===== config.mk =====
export PLATFORM = sky130hd
export DESIGN_NAME = wb_stage
export DESIGN_NICKNAME = d
export VERILOG_FILES = /design/src/rtl/wb_stage_pkg.sv /design/src/rtl/wb_load_align.sv /design/src/rtl/wb_stage.sv
export SDC_FILE = /design/constraint.sdc
export NUM_CORES = 1
export LEC_CHECK = 0
export ABC_AREA = 0
export BUFFER_PORTS_ARGS = -buffer_cell sky130_fd_sc_hd__buf_2
export CORE_MARGIN = 1
export CORE_UTILIZATION = 58
export DETAILED_ROUTE_END_ITERATION = 12
export PLACE_DENSITY = 0.87
export SLEW_MARGIN = 20
export SYNTH_ARGS = -nofsm -noshare
export SYNTH_HDL_FRONTEND = slang
export SYNTH_SLANG_ARGS = --single-unit

===== constraint.sdc =====
create_clock -name clk -period 3.05 [get_ports clk]
set_clock_uncertainty 0.1 [all_clocks]
set_input_delay 0.61 -clock clk [delete_from_list [all_inputs] [get_ports clk]]
set_output_delay 0.61 -clock clk [all_outputs]
set_load 0.05 [all_outputs]

===== src/rtl/wb_stage_pkg.sv =====
// Shared definitions for the write-back stage: result sources, load sizes
// and the buffered entry format.
package wb_stage_pkg;

  typedef enum logic [1:0] {
    WB_SRC_ALU  = 2'd0,
    WB_SRC_MEM  = 2'd1,
    WB_SRC_LINK = 2'd2,
    WB_SRC_RSVD = 2'd3
  } wb_src_e;

  typedef enum logic [1:0] {
    LD_BYTE = 2'd0,
    LD_HALF = 2'd1,
    LD_WORD = 2'd2
  } ld_size_e;

  localparam logic [4:0] REG_ZERO = 5'd0;

  // The FIFO holds the already-formatted result, never raw MEM-stage inputs.
  typedef struct packed {
    logic        wen;
    logic [4:0]  addr;
    logic [31:0] value;
    logic [31:0] pc;
  } wb_entry_t;

endpackage


===== src/rtl/wb_load_align.sv =====
// Combinational load lane select: picks the byte/halfword addressed by the
// offset and zero- or sign-extends it to 32 bits.
module wb_load_align
  import wb_stage_pkg::*;
(
  input  logic [31:0] mem,
  input  logic [1:0]  size,
  input  logic        sign,
  input  logic [1:0]  off,
  output logic [31:0] value
);

  logic [7:0]  byte_lane;
  logic [15:0] half_lane;

  always_comb begin
    byte_lane = mem[7:0];
    case (off)
      2'd0: byte_lane = mem[7:0];
      2'd1: byte_lane = mem[15:8];
      2'd2: byte_lane = mem[23:16];
      2'd3: byte_lane = mem[31:24];
      default: byte_lane = mem[7:0];
    endcase

    // Halfword loads only look at the upper offset bit.
    half_lane = off[1] ? mem[31:16] : mem[15:0];

    case (ld_size_e'(size))
      LD_BYTE: value = {{24{sign & byte_lane[7]}}, byte_lane};
      LD_HALF: value = {{16{sign & half_lane[15]}}, half_lane};
      default: value = mem;
    endcase
  end

endmodule


===== src/rtl/wb_stage.sv =====
// Write-back stage: skid FIFO between MEM and the register file, with result
// formatting at enqueue and head-entry forwarding to decode.
module wb_stage
  import wb_stage_pkg::*;
#(
  parameter int          DEPTH       = 2,
  parameter logic [31:0] LINK_OFFSET = 32'd8
)
(
  input  logic        clk,
  input  logic        rst,
  input  logic        in_valid,
  output logic        in_ready,
  input  logic        in_wen,
  input  logic [4:0]  in_waddr,
  input  logic [1:0]  in_src,
  input  logic [31:0] in_alu,
  input  logic [31:0] in_mem,
  input  logic [1:0]  in_ld_size,
  input  logic        in_ld_sign,
  input  logic [1:0]  in_ld_off,
  input  logic [31:0] in_pc,
  input  logic        hold,
  output logic        rf_we,
  output logic [4:0]  rf_waddr,
  output logic [31:0] rf_wdata,
  output logic        fwd_valid,
  output logic [4:0]  fwd_addr,
  output logic [31:0] fwd_data,
  output logic        commit_valid,
  output logic [31:0] commit_pc
);

  localparam int PW = $clog2(DEPTH);
  localparam int CW = PW + 1;
  localparam logic [CW-1:0] FULL = CW'(DEPTH);

  wb_entry_t     fifo_q [DEPTH];
  wb_entry_t     new_entry;
  wb_entry_t     head;
  logic [PW-1:0] rd_ptr;
  logic [PW-1:0] wr_ptr;
  logic [CW-1:0] count;
  logic [31:0]   load_value;
  logic          not_empty;
  logic          push;
  logic          pop;

  wb_load_align u_load_align (
    .mem   (in_mem),
    .size  (in_ld_size),
    .sign  (in_ld_sign),
    .off   (in_ld_off),
    .value (load_value)
  );

  // Reserved source retires without writing; $0 is never written.
  always_comb begin
    new_entry       = '0;
    new_entry.addr  = in_waddr;
    new_entry.pc    = in_pc;
    new_entry.wen   = in_wen && (in_waddr != REG_ZERO);
    case (wb_src_e'(in_src))
      WB_SRC_ALU:  new_entry.value = in_alu;
      WB_SRC_MEM:  new_entry.value = load_value;
      WB_SRC_LINK: new_entry.value = in_pc + LINK_OFFSET;
      WB_SRC_RSVD: begin
        new_entry.value = in_alu;
        new_entry.wen   = 1'b0;
      end
      default:     new_entry.value = in_alu;
    endcase
  end

  assign not_empty = (count != '0);
  assign in_ready  = (count < FULL);
  assign push      = in_valid && in_ready;
  assign pop       = not_empty && !hold;
  assign head      = fifo_q[rd_ptr];

  // Full FIFO refuses input even on a popping cycle: in_ready sees pre-edge count.
  always_ff @(posedge clk or negedge rst) begin
    if (!rst) begin
      rd_ptr <= '0;
      wr_ptr <= '0;
      count  <= '0;
      for (int i = 0; i < DEPTH; i++) begin
        fifo_q[i] <= '0;
      end
    end else begin
      if (push) begin
        fifo_q[wr_ptr] <= new_entry;
        wr_ptr         <= wr_ptr + 1'b1;
      end
      if (pop) begin
        rd_ptr <= rd_ptr + 1'b1;
      end
      case ({push, pop})
        2'b10:   count <= count + 1'b1;
        2'b01:   count <= count - 1'b1;
        default: count <= count;
      endcase
    end
  end

  assign rf_we        = pop && head.wen;
  assign rf_waddr     = pop ? head.addr  : '0;
  assign rf_wdata     = pop ? head.value : '0;
  assign commit_valid = pop;
  assign commit_pc    = pop ? head.pc    : '0;

  // Forwarding ignores hold so decode can keep bypassing during a debug halt.
  assign fwd_valid = not_empty && head.wen;
  assign fwd_addr  = not_empty ? head.addr  : '0;
  assign fwd_data  = not_empty ? head.value : '0;

endmodule


# After elaboration in Yosys (flattened, before gate mapping)
# Index checks and enable logic that the tools add are counted.
[word_totals]
out_inout_bits = 110
wordCells = 64
reg_bits = 144
[op_classes]
n_mux = 17
addsub = 5
n_reduce_logical = 14
bitwise_logic = 4
magnitude_cmp = 4
n_eq_ne = 9
[op_table]
columns = ["operator", "n"]
rows = [
  ["$mux 70", 4],
  ["$bwmux 140", 1],
  ["$mux 32", 3],
  ["$pmux 32 s3", 1],
  ["$demux 70 s1", 1],
  ["$pmux 32 s2", 1],
  ["$add 32x4->32 const B", 1],
  ["$pmux 8 s4", 1],
  ["$mux 16", 1],
  ["$eq 2x2->1 const B", 5],
  ["$mux 5", 2],
  ["$eq 2x1->1 const B", 4],
  ["$logic_and 1x1->1", 6],
  ["$logic_not 2->1", 3],
  ["$reduce_bool 5->1", 1],
  ["$ge 2x2->1 const B", 2],
  ["$not 1->2", 2],
  ["$pmux 2 s2", 1],
  ["$reduce_bool 2->1", 2],
  ["$add 1x1->1 const B", 2],
  ["$add 2x1->2 const B", 1],
  ["$and 1x1->1", 2],
  ["$lt 2x1->1 const B", 1],
  ["$lt 2x2->1 const B", 1],
  ["4 further kinds", 4],
]

# Depth between registers and ports, before layout
# Gate-level depths: netlist of the first run.
[depth]
word_depth = 6
depth_mapped = 9

# Cells and area by module
# A second synthesis of the first run with hierarchy kept.
[hier_totals]
cells_unflattened = 1103
hier_area_um2 = 9066.2
[by_module_without_submodules]
columns = ["mod", "area_each_um2", "n_inst", "cells_each"]
rows = [
  ["wb_stage", 8042.7, 1, 970],
  ["wb_load_align", 1023.5, 1, 133],
]

# Least setup slack after synthesis of the first run
# Ideal clock, no wire load.
[synth_timing]
path_kind = "reg-to-output"
from = "register rd_ptr"
to = "output port rf_wdata[10]"
required_time_ns = 2.340
path_stages_with_launch = 5
n_path_buf = 2
arrival_time_ns = 2.236
slack_ns = 0.104
path_cell_list = "dfrtp_1 > clkbuf_1 > clkbuf_1 > mux2i_1 > nor3_1"
[synth_between]
elab_chain_len = 5
[synth_lines]
columns = ["element", "line_no", "rtl"]
rows = [
  ["from (decl)", "wb_stage.sv:41", "logic [PW-1:0] rd_ptr;"],
  ["from (signal assigned)", "wb_stage.sv:96", "rd_ptr <= rd_ptr + 1'b1;"],
  ["$not 1->2 (implied by the code)", "wb_stage.sv:79", "assign head = fifo_q[rd_ptr];"],
  ["$mux 70 (implied by the code) (3 in series)", "wb_stage.sv:79", ""],
  ["$mux 32", "wb_stage.sv:108", "assign rf_wdata = pop ? head.value : '0;"],
  ["to (decl)", "wb_stage.sv:26", "output logic [31:0] rf_wdata,"],
]
# Every way passes these cells. The select of a mux whose other input is x is not followed.

# Worst setup path after layout of the first run
[layout_timing]
from = "register rd_ptr"
to = "output port commit_pc[11]"
[layout_between]
elab_chain_len = 5
[layout_lines]
columns = ["element", "line_no", "rtl"]
rows = [
  ["$not 1->2 (implied by the code)", "wb_stage.sv:79", ""],
  ["$mux 70 (implied by the code) (3 in series)", "wb_stage.sv:79", ""],
  ["$mux 32", "wb_stage.sv:110", "assign commit_pc = pop ? head.pc : '0;"],
  ["to (decl)", "wb_stage.sv:31", "output logic [31:0] commit_pc"],
]
# Every way passes these cells. The select of a mux whose other input is x is not followed.

==> impl_metrics.tcl, run 1 <==
set metrics [dict create \
    cts_max_path_buffers 2 \
    die_w_um 123.4 \
    post_cts_sizing_count 0 \
    min_period_ns 2.844 \
    dp_cells 1399 \
    cts_tree "built" \
    nets 1352 \
    numPortBuffers 222 \
    crit_arrival_ns 2.13 \
    start_to_end_type_of_the_worst_setup_path "reg2out" \
    actual_transition_at_the_worst_max_transition_pin_ns 0.7157 \
    first_global_vias 7911 \
    finish.utilization_pct 72.19 \
    initial_utilization_pct 59.08 \
    timing.critical_path.cells "buf_4 -> mux2i_1 -> nor2_1 -> buf_2" \
    finalWirelength_mm 26.83 \
    power_density_nw_per_um2 1153 \
    maxCapViolCount 0 \
    post_drt_via_cell_ratio 6.144 \
    clk_transition_reported_paths_ns 0.06 \
    cts-htree-levels 4 \
    rr_endpoint "fifo_q[42]$_DFFE_PN0P_" \
    synth.ff_latch_count 144 \
    place_ws_ns 0.4476 \
    timing.critical_path.required_ns 2.34 \
    timing_hold_violations_final 0 \
    fmax_mhz 351.6 \
    worst_setup_path_startpoint "rd_ptr$_DFFE_PN0P_" \
    crit_path_leading_delay_family "buffers and inverters" \
    antenna_found_initial 2 \
    setup_tns_ns 0 \
    result_of_the_run "finished clean" \
    worst_reg_to_reg_setup_slack_ns 0.92 \
    antenna_left 0 \
    synth.cell_area_um2 8554 \
    detail_route.first_pass.iterations 6 \
    placeableCoreArea_um2 14480 \
    cts-root-buf "sky130_fd_sc_hd__clkbuf_16" \
    worstReg2RegStart "count[1]$_DFFE_PN0P_" \
    detailroute.via_count 8811 \
    count_of_mapped_cells_out_of_synthesis 1046 \
    cts_num_sinks 144 \
    cts_made_buffers 17 \
    floorplan.io_pins 223 \
    synth_fp_nets 1164 \
    place_hpwl_mm 19.21 \
    worst_setup_path_end_kind "primary output" \
    irDropWorstVdd_mv 0.6292 \
    area.growth.synth_to_final_pct 22.19 \
    number_of_standard_cell_rows_in_the_floorplan 44 \
    layout-drive-gt1-share_pct 24.62 \
    clock_latency_ns 0.43 \
    synth-edff-count 0 \
    drt_first_iter_violations 1039 \
    netlist-cell-type-count 61 \
    grt.overflow.total 0 \
    die-height_um 123.4 \
    final_min_period_over_clock_period_pct 93.25 \
    final_cells 1434 \
    cts_post_setup_buffers_inserted 0 \
    worst-path-stages 4 \
    start_kind "register" \
    final-setup-viol-count 0 \
    timing.critical_path.fanout_max 22 \
    ys_seq_area_share_pct 42.12 \
    reg2reg_depth 5 \
    routabilityCongestion 0.9965 \
    cp_buf_inv_count 2 \
    cts-hold-fix-buffers 0 \
    ys.warnings.count 0 \
    drv_slew 0 \
    holdCritPathClass "in2async" \
    grt_first_pass_wirelength_mm 41.41 \
    cp-endpoint "commit_pc[11]" \
    rsz0062_at_grt "false" \
    die_area_um2 15240 \
    final.setup.worst_slack_ns 0.2060 \
    detail_route.wl_per_cell_um 18.71 \
    final_worst_hold_slack_ns 0.09884 \
    remaining_drc_errors 0 \
    p_leak_nw 5.401 \
    max_stage_delay_ns 0.62 \
    standard_cell_with_the_maximum_stage_delay_on_the_critical_path "sky130_fd_sc_hd__dfrtp_4" \
    worst_case_headroom_to_the_max_slew_limit_pct 52.29 \
    grt_max_degree 77 \
    synthesis.area_per_instance_um2 8.178 \
    synth_top_flop_cell "sky130_fd_sc_hd__dfrtp_1" \
    postSynth.asyncResetShare_pct 100.0 \
    globalRouteTotalUtil_pct 36.24 \
]
==> final cells by class <==
cell class	instances	area, um2
fill	1113	4026
inverter	9	33.78
clock buffer	24	491.7
tap	184	230.2
sequential	144	3607
multi-input combinational	810	4526
antenna	3	7.507
clock inverter	8	126.4
timing repair buffer	252	1430
==> cells in the mapped netlist, drive strengths merged (6+ instances only) <==
library cell / number / area share, %
a21o: 12 / 1.1
a21oi: 25 / 1.5
a221oi: 17 / 1.7
a22o: 6 / 0.61
a22oi: 10 / 0.88
a31oi: 10 / 0.73
a32o: 6 / 0.70
buf: 16 / 1.4
clkbuf: 67 / 3.4
dfrtp: 144 / 42
inv: 9 / 0.39
mux2i: 74 / 8.7
nand2: 318 / 14
nand2b: 7 / 0.51
nand4: 11 / 1.2
nor2: 98 / 4.4
nor2b: 9 / 0.66
nor3: 47 / 2.7
o21ai: 54 / 3.2
o22ai: 8 / 0.59
o31ai: 16 / 1.4
xnor2: 6 / 0.61
xor2: 11 / 1.1
==> cells in the final DEF, fill, tap and decap left out, drive strengths merged, types with 16 or more instances in the layout <==
cell	netlist	final
a21oi	25	25
a221oi	17	17
buf	16	252
clkbuf	67	24
dfrtp	144	144
mux2i	74	74
nand2	318	318
nor2	98	98
nor3	47	47
o21ai	54	54
o31ai	16	16
==> where the power goes <==
group | total (mW) | switching (mW) | internal, mW
clock network | 2.17 | 0.794 | 1.37
logic | 6.55 | 4.79 | 1.76
registers | 3.33 | 0.539 | 2.79
total | 12.1 | 6.12 | 5.93
==> per-stage QoR <==
stage / total power [mW] / area [um2]
2_1_floorplan: 8.204 / 8554
3_3_place_gp: 9.661 / 9827
3_5_place_dp: 9.825 / 9827
4_1_cts: 12.04 / 10450
5_1_grt: 12.78 / 10450
6_report: 12.05 / 10450
==> routing by layer <==
layer  wire, um  GRT usage (%)  up-vias
met5          0              0        -
met3       2959          8.579      108
met4       1198          18.60        0
li1           -              -     3990
met1      10360          48.29     4114
met2      12310          55.17      599
==> cells by family (layout without fill, tap and decap cells) <==
kind of cell / Yosys count / count (layout) / share of synthesized area (%)
fa+ha+maj: 5 / 5 / 0.7313
xor+xnor: 17 / 17 / 1.740
other cells: 0 / 3 / 0
flops: 144 / 144 / 42.12
simple gates: 519 / 519 / 25.95
compound gates: 192 / 192 / 15.18
mux: 77 / 77 / 9.054
buf+inv: 92 / 293 / 5.222
==> sequential cells by signal, summed over array words and instances, names as in the netlist <==
name	count
count	2
fifo_q	140
rd_ptr	1
wr_ptr	1
==> how the worst min path moves through the flow <==
stage	endpoint	slack, ns	cells past startpoint
2_1_floorplan	count[0]$_DFFE_PN0P_	0.21	0
3_3_place_gp	fifo_q[74]$_DFFE_PN0P_	0.36	2
3_5_place_dp	fifo_q[96]$_DFFE_PN0P_	0.36	2
4_1_cts	fifo_q[103]$_DFFE_PN0P_	0.13	1
5_1_grt	fifo_q[33]$_DFFE_PN0P_	0.15	1
6_report	fifo_q[103]$_DFFE_PN0P_	0.1	1
(Power assumes the default switching activity.)
==> run 2, diff against run 1 <==
--- a/config.mk
+++ b/config.mk
@@ -10,7 +10,7 @@
 export CORE_MARGIN = 1
 export CORE_UTILIZATION = 58
 export DETAILED_ROUTE_END_ITERATION = 12
-export PLACE_DENSITY = 0.87
+export PLACE_DENSITY = 0.86
 export SLEW_MARGIN = 20
 export SYNTH_ARGS = -nofsm -noshare
 export SYNTH_HDL_FRONTEND = slang
==> constraint.sdc (replaced) <==
create_clock -name clk -period 3.05 [get_ports clk]
set_clock_uncertainty 0.1 [all_clocks]
set_input_delay 0.305 -clock clk [delete_from_list [all_inputs] [get_ports clk]]
set_output_delay 0.305 -clock clk [all_outputs]
set_load 0.05 [all_outputs]
==> impl_metrics.tcl, run 2 (synthesis gave the netlist of run 1 again) <==
set metrics [dict create \
    result_of_the_run "finished clean" \
    power_density_nw_per_um2 1148 \
    die_w_um 123.4 \
    globalRouteTotalUtil_pct 36.17 \
    worst_case_headroom_to_the_max_slew_limit_pct 37.54 \
    maxCapViolCount 0 \
    layout-drive-gt1-share_pct 24.22 \
    timing_hold_violations_final 0 \
    nets 1348 \
    worst_setup_path_startpoint "rd_ptr$_DFFE_PN0P_" \
    routabilityCongestion 0.9664 \
    worstReg2RegStart "count[1]$_DFFE_PN0P_" \
    num-fill-cells 1125 \
    irDropWorstVdd_mv 0.6582 \
    holdCritPathClass "in2reg" \
    finalWirelength_mm 26.93 \
    first_global_vias 7891 \
    finish.utilization_pct 71.58 \
    clk_transition_reported_paths_ns 0.06 \
    drt_first_iter_violations 949 \
    largest_register "fifo_q" \
    drv_slew 0 \
    placeableCoreArea_um2 14480 \
    timing.critical_path.fanout_max 25 \
    cp-endpoint "rf_wdata[10]" \
    setup_tns_ns 0 \
    reg2reg_depth 5 \
    detail_route.first_pass.iterations 6 \
    cts_num_sinks 144 \
    remaining_drc_errors 0 \
    layout.cells.most_common "sky130_fd_sc_hd__nand2_1" \
    grt_first_pass_wirelength_mm 41.08 \
    place_ws_ns 0.5487 \
    floorplan.io_pins 223 \
    grt.overflow.total 0 \
    antenna_found_initial 2 \
    final.setup.worst_slack_ns 0.3912 \
    worst_reg_to_reg_setup_slack_ns 0.93 \
    multiInputGateArea_um2 4526 \
    clock_latency_ns 0.43 \
    hold_path_startpoint "in_waddr[1]" \
    cts_tree "built" \
    start_kind "register" \
    cts_max_path_buffers 2 \
    largest_register_ff_count 140 \
    start_to_end_type_of_the_worst_setup_path "reg2out" \
    timing.critical_path.required_ns 2.64 \
    detail_route.wl_per_cell_um 18.86 \
    final-setup-viol-count 0 \
    p_leak_nw 5.349 \
    area.growth.synth_to_final_pct 21.15 \
    min_period_ns 2.659 \
    die_area_um2 15240 \
    cts-htree-levels 4 \
    place_hpwl_mm 19.21 \
    cts-root-buf "sky130_fd_sc_hd__clkbuf_16" \
    antenna_left 0 \
    grt_max_degree 77 \
    actual_transition_at_the_worst_max_transition_pin_ns 0.9349 \
    post_drt_via_cell_ratio 6.081 \
    rsz0062_at_grt "false" \
    number_of_standard_cell_rows_in_the_floorplan 44 \
    initial_utilization_pct 59.08 \
    die-height_um 123.4 \
    worst_setup_path_end_kind "primary output" \
    crit_arrival_ns 2.25 \
    final_cell_mix "sky130_fd_sc_hd__nand2_1 (317), sky130_fd_sc_hd__buf_2 (221), sky130_fd_sc_hd__dfrtp_1 (143), sky130_fd_sc_hd__nor2_1 (94), sky130_fd_sc_hd__mux2i_1 (74)" \
    detailroute.via_count 8683 \
    cts_made_buffers 17 \
    top_regs "fifo_q x140, count x2" \
    register_area_um2 3607 \
    final_worst_hold_slack_ns 0.01257 \
    rr_endpoint "fifo_q[42]$_DFFE_PN0P_" \
    fmax_mhz 376.1 \
    numPortBuffers 222 \
    cts_post_setup_buffers_inserted 0 \
    final_min_period_over_clock_period_pct 87.17 \
]
-- run 2: through the flow --
stage,power (mW),cells,area [um2]
final,11.90,1428,10360
after global placement,9.594,1391,9729
after CTS,11.87,1427,10360
after global routing,12.59,1427,10360
after floorplan,8.204,1046,8554
after detailed placement,9.770,1391,9729
-- run 2: how the worst min path moves through the flow --
stage / end / slack (ns) / cells after the start
6_report: fifo_q[135]$_DFFE_PN0P_ / 0.01 / 3
2_1_floorplan: count[0]$_DFFE_PN0P_ / -0.09 / 0
5_1_grt: fifo_q[65]$_DFFE_PN0P_ / 0.01 / 3
3_3_place_gp: fifo_q[103]$_DFFE_PN0P_ / 0.25 / 1
4_1_cts: fifo_q[135]$_DFFE_PN0P_ / 0.001 / 3
3_5_place_dp: fifo_q[103]$_DFFE_PN0P_ / 0.25 / 1
-- run 2: timing repair --
item,CTS,global route
hold endpoints to repair,71,0
hold buffers,4,0
gates resized for setup,0,0
-- run 2: cell type report --
class / instances / area share (%)
Tap cell: 184 / 2.221
Timing Repair Buffer: 248 / 13.24
Clock inverter: 12 / 1.304
Antenna cell: 1 / 0.02415
Inverter: 9 / 0.3260
Multi-Input combinational cell: 810 / 43.67
Clock buffer: 20 / 4.407
Sequential cell: 144 / 34.81
-- run 2: per-layer routing --
metal | wire [um] | track usage [%] | up-vias | share of wire (%)
met5 | 13 | 0 | - | 0.048
met4 | 1164 | 18.30 | 2 | 4.3
met3 | 2859 | 9.363 | 103 | 11
met2 | 12120 | 55.20 | 574 | 45
met1 | 10760 | 47.62 | 4027 | 40
li1 | - | - | 3977 | -
-- run 2: worst max-delay path, stage by stage, from the launching register on --
cell                      delay [ns]
sky130_fd_sc_hd__dfrtp_4        0.72
sky130_fd_sc_hd__buf_4          0.35
sky130_fd_sc_hd__mux2i_1        0.42
sky130_fd_sc_hd__nor3_1         0.07
sky130_fd_sc_hd__buf_2          0.24
-- run 2: power breakdown --
part,internal (mW),switching [mW]
clock,1.25,0.833
combinational,1.74,4.72
sequential,2.79,0.569
total,5.78,6.12
==> run 3, diff against run 2 <==
--- a/config.mk
+++ b/config.mk
@@ -6,12 +6,13 @@
 export NUM_CORES = 1
 export LEC_CHECK = 0
 export ABC_AREA = 0
-export BUFFER_PORTS_ARGS = -buffer_cell sky130_fd_sc_hd__buf_2
+export BUFFER_PORTS_ARGS = -buffer_cell sky130_fd_sc_hd__buf_4
 export CORE_MARGIN = 1
 export CORE_UTILIZATION = 58
 export DETAILED_ROUTE_END_ITERATION = 12
 export PLACE_DENSITY = 0.86
-export SLEW_MARGIN = 20
+export REMOVE_ABC_BUFFERS = 1
+export SLEW_MARGIN = 10
 export SYNTH_ARGS = -nofsm -noshare
 export SYNTH_HDL_FRONTEND = slang
 export SYNTH_SLANG_ARGS = --single-unit
==> impl_metrics.tcl, run 3 (synthesis gave the netlist of run 1 again) <==
set metrics [dict create \
    result_of_the_run "complete, but fails checks" \
    failed_checks "hold timing" \
    holdCritPathClass "in2reg" \
    cts_made_buffers 17 \
    p_int_mw 6.405 \
    post_drt_via_cell_ratio 6.082 \
    die_w_um 123.4 \
    routabilityCongestion 0.8789 \
    number_of_standard_cell_rows_in_the_floorplan 44 \
    use_met2_pct 57.75 \
    detail_route.first_pass.iterations 5 \
    detailroute.via_count 8709 \
    diodes 0 \
    place_ws_ns 0.6129 \
    irDropWorstVdd_mv 0.7895 \
    power.share.switching_pct 48.90 \
    die-height_um 123.4 \
    min_period_ns 2.396 \
    actual_transition_at_the_worst_max_transition_pin_ns 0.8715 \
    worst_setup_path_end_kind "primary output" \
    max_stage_delay_ns 0.63 \
    met3_usage_pct 8.072 \
    place_hpwl_mm 18.34 \
    cts_post_setup_buffers_inserted 0 \
    multiInputGateArea_um2 4531 \
    layout.cells.most_common "sky130_fd_sc_hd__nand2_1" \
    cts_tree "built" \
    total_power_mw 12.53 \
    start_to_end_type_of_the_worst_setup_path "reg2out" \
    largest_register_ff_count 140 \
    clock_power_share_pct 17.9 \
    antenna_left 0 \
    start_kind "register" \
    first_global_vias 8072 \
    p_leak_nw 5.530 \
    drv_slew 0 \
    num-fill-cells 1054 \
    timing.critical_path.fanout_max 34 \
    layout-drive-gt1-share_pct 24.12 \
    fmax_mhz 417.3 \
    dp_cells 1392 \
    globalRouteTotalUtil_pct 35.89 \
    clk_transition_reported_paths_ns 0.06 \
    remaining_drc_errors 0 \
    rsz0062_at_grt "false" \
    power_density_nw_per_um2 1137 \
    final_cells 1432 \
    worst_case_headroom_to_the_max_slew_limit_pct 41.47 \
    timing.critical_path.required_ns 2.64 \
    register_area_um2 3607 \
    nets 1354 \
    standard_cell_with_the_maximum_stage_delay_on_the_critical_path "sky130_fd_sc_hd__or2_2" \
    floorplan.io_pins 223 \
    post_cts_sizing_count 0 \
    hold-path-cell-count 3 \
    final-setup-viol-count 0 \
    setup_tns_ns 0 \
    detail_route.wl_per_cell_um 18.74 \
    timing_hold_violations_final 1 \
    maxCapViolCount 0 \
    final_min_period_over_clock_period_pct 78.57 \
    share_comb_of_total_power_pct 55.8 \
    cts-htree-levels 4 \
    timing.critical_path.cells "nor2_4 -> or2_2 -> nor2_1 -> buf_4" \
    cts_max_path_buffers 2 \
    area.growth.synth_to_final_pct 28.90 \
    final.setup.worst_slack_ns 0.6537 \
    clock_latency_ns 0.43 \
    initial_utilization_pct 59.08 \
    grt_util_met1_pct 46.44 \
    finish.utilization_pct 76.16 \
    reg2reg_depth 6 \
    antenna_found_initial 0 \
    top_regs "fifo_q x140, count x2" \
    placeableCoreArea_um2 14480 \
    final_cell_mix "sky130_fd_sc_hd__nand2_1 (317), sky130_fd_sc_hd__buf_4 (239), sky130_fd_sc_hd__dfrtp_1 (143), sky130_fd_sc_hd__nor2_1 (94), sky130_fd_sc_hd__mux2i_1 (74)" \
    grt_max_degree 84 \
    crit_arrival_ns 1.99 \
    global_route.peak_usage_layer "met2" \
    finalWirelength_mm 26.83 \
    largest_register "fifo_q" \
    net-switching-power_mw 6.129 \
    grt_first_pass_wirelength_mm 40.94 \
    final_worst_hold_slack_ns -0.0002530 \
    numPortBuffers 222 \
    cts-root-buf "sky130_fd_sc_hd__clkbuf_16" \
    cts_num_sinks 144 \
    drt_first_iter_violations 829 \
    cts-hold-fix-buffers 9 \
    grt.overflow.total 0 \
    die_area_um2 15240 \
    power.share.sequential_pct 26.3 \
]
-- run 3: final cells by class --
type | instances | share of cell area (%)
multi-input combinational | 810 | 41.09
clock inverter | 10 | 1.441
tap | 184 | 2.088
inverter | 9 | 0.3064
sequential | 144 | 32.71
clock buffer | 21 | 4.266
timing repair buffer | 254 | 18.10
-- run 3: metrics by stage --
step	hold slack, ns	instance area, um2
finish	-0.0002530	11030
global route	0.005214	11030
CTS	0.002531	11030
detailed placement	0.3157	10310
global placement	0.3022	10310
floorplan	-0.09059	8142
-- run 3: per-layer routing --
| layer | vias to the layer above | share of wire, % |
|---|---|---|
| met5 | - | 0 |
| met4 | 0 | 3.4 |
| met3 | 75 | 9.9 |
| met2 | 522 | 48 |
| met1 | 4121 | 39 |
| li1 | 3991 | - |
-- run 3: final timing paths --
check,startpoint,end,slack (ns)
worst max-delay path,count[0]$_DFFE_PN0P_,commit_pc[6],0.65
worst min-delay path,in_pc[0],fifo_q[70]$_DFFE_PN0P_,-0.0003
worst max register to register,count[1]$_DFFE_PN0P_,fifo_q[133]$_DFFE_PN0P_,0.85
worst min register to register,fifo_q[114]$_DFFE_PN0P_,fifo_q[114]$_DFFE_PN0P_,0.37
max in group asynchronous,rst,fifo_q[78]$_DFFE_PN0P_,1.53
min in group asynchronous,rst,fifo_q[34]$_DFFE_PN0P_,0.40
-- run 3: power groups by stage --
stage | Clock (mW) | Sequential, mW | Combinational (mW)
after detailed placement | 0 | 3.31 | 6.92
after floorplan | 0 | 3.32 | 4.82
final | 2.24 | 3.30 | 6.99
after global placement | 0 | 3.26 | 6.80
after CTS | 2.23 | 3.29 | 6.97
after global routing | 2.32 | 3.40 | 7.49
-- run 3: worst max-delay path, delay by kind of cell, from the launching register on --
| kind | cells | cell delay [ns] |
|---|---|---|
| and+or+nand+nor | 3 | 0.88 |
| DFF | 1 | 0.44 |
| buffers and inverters | 1 | 0.23 |
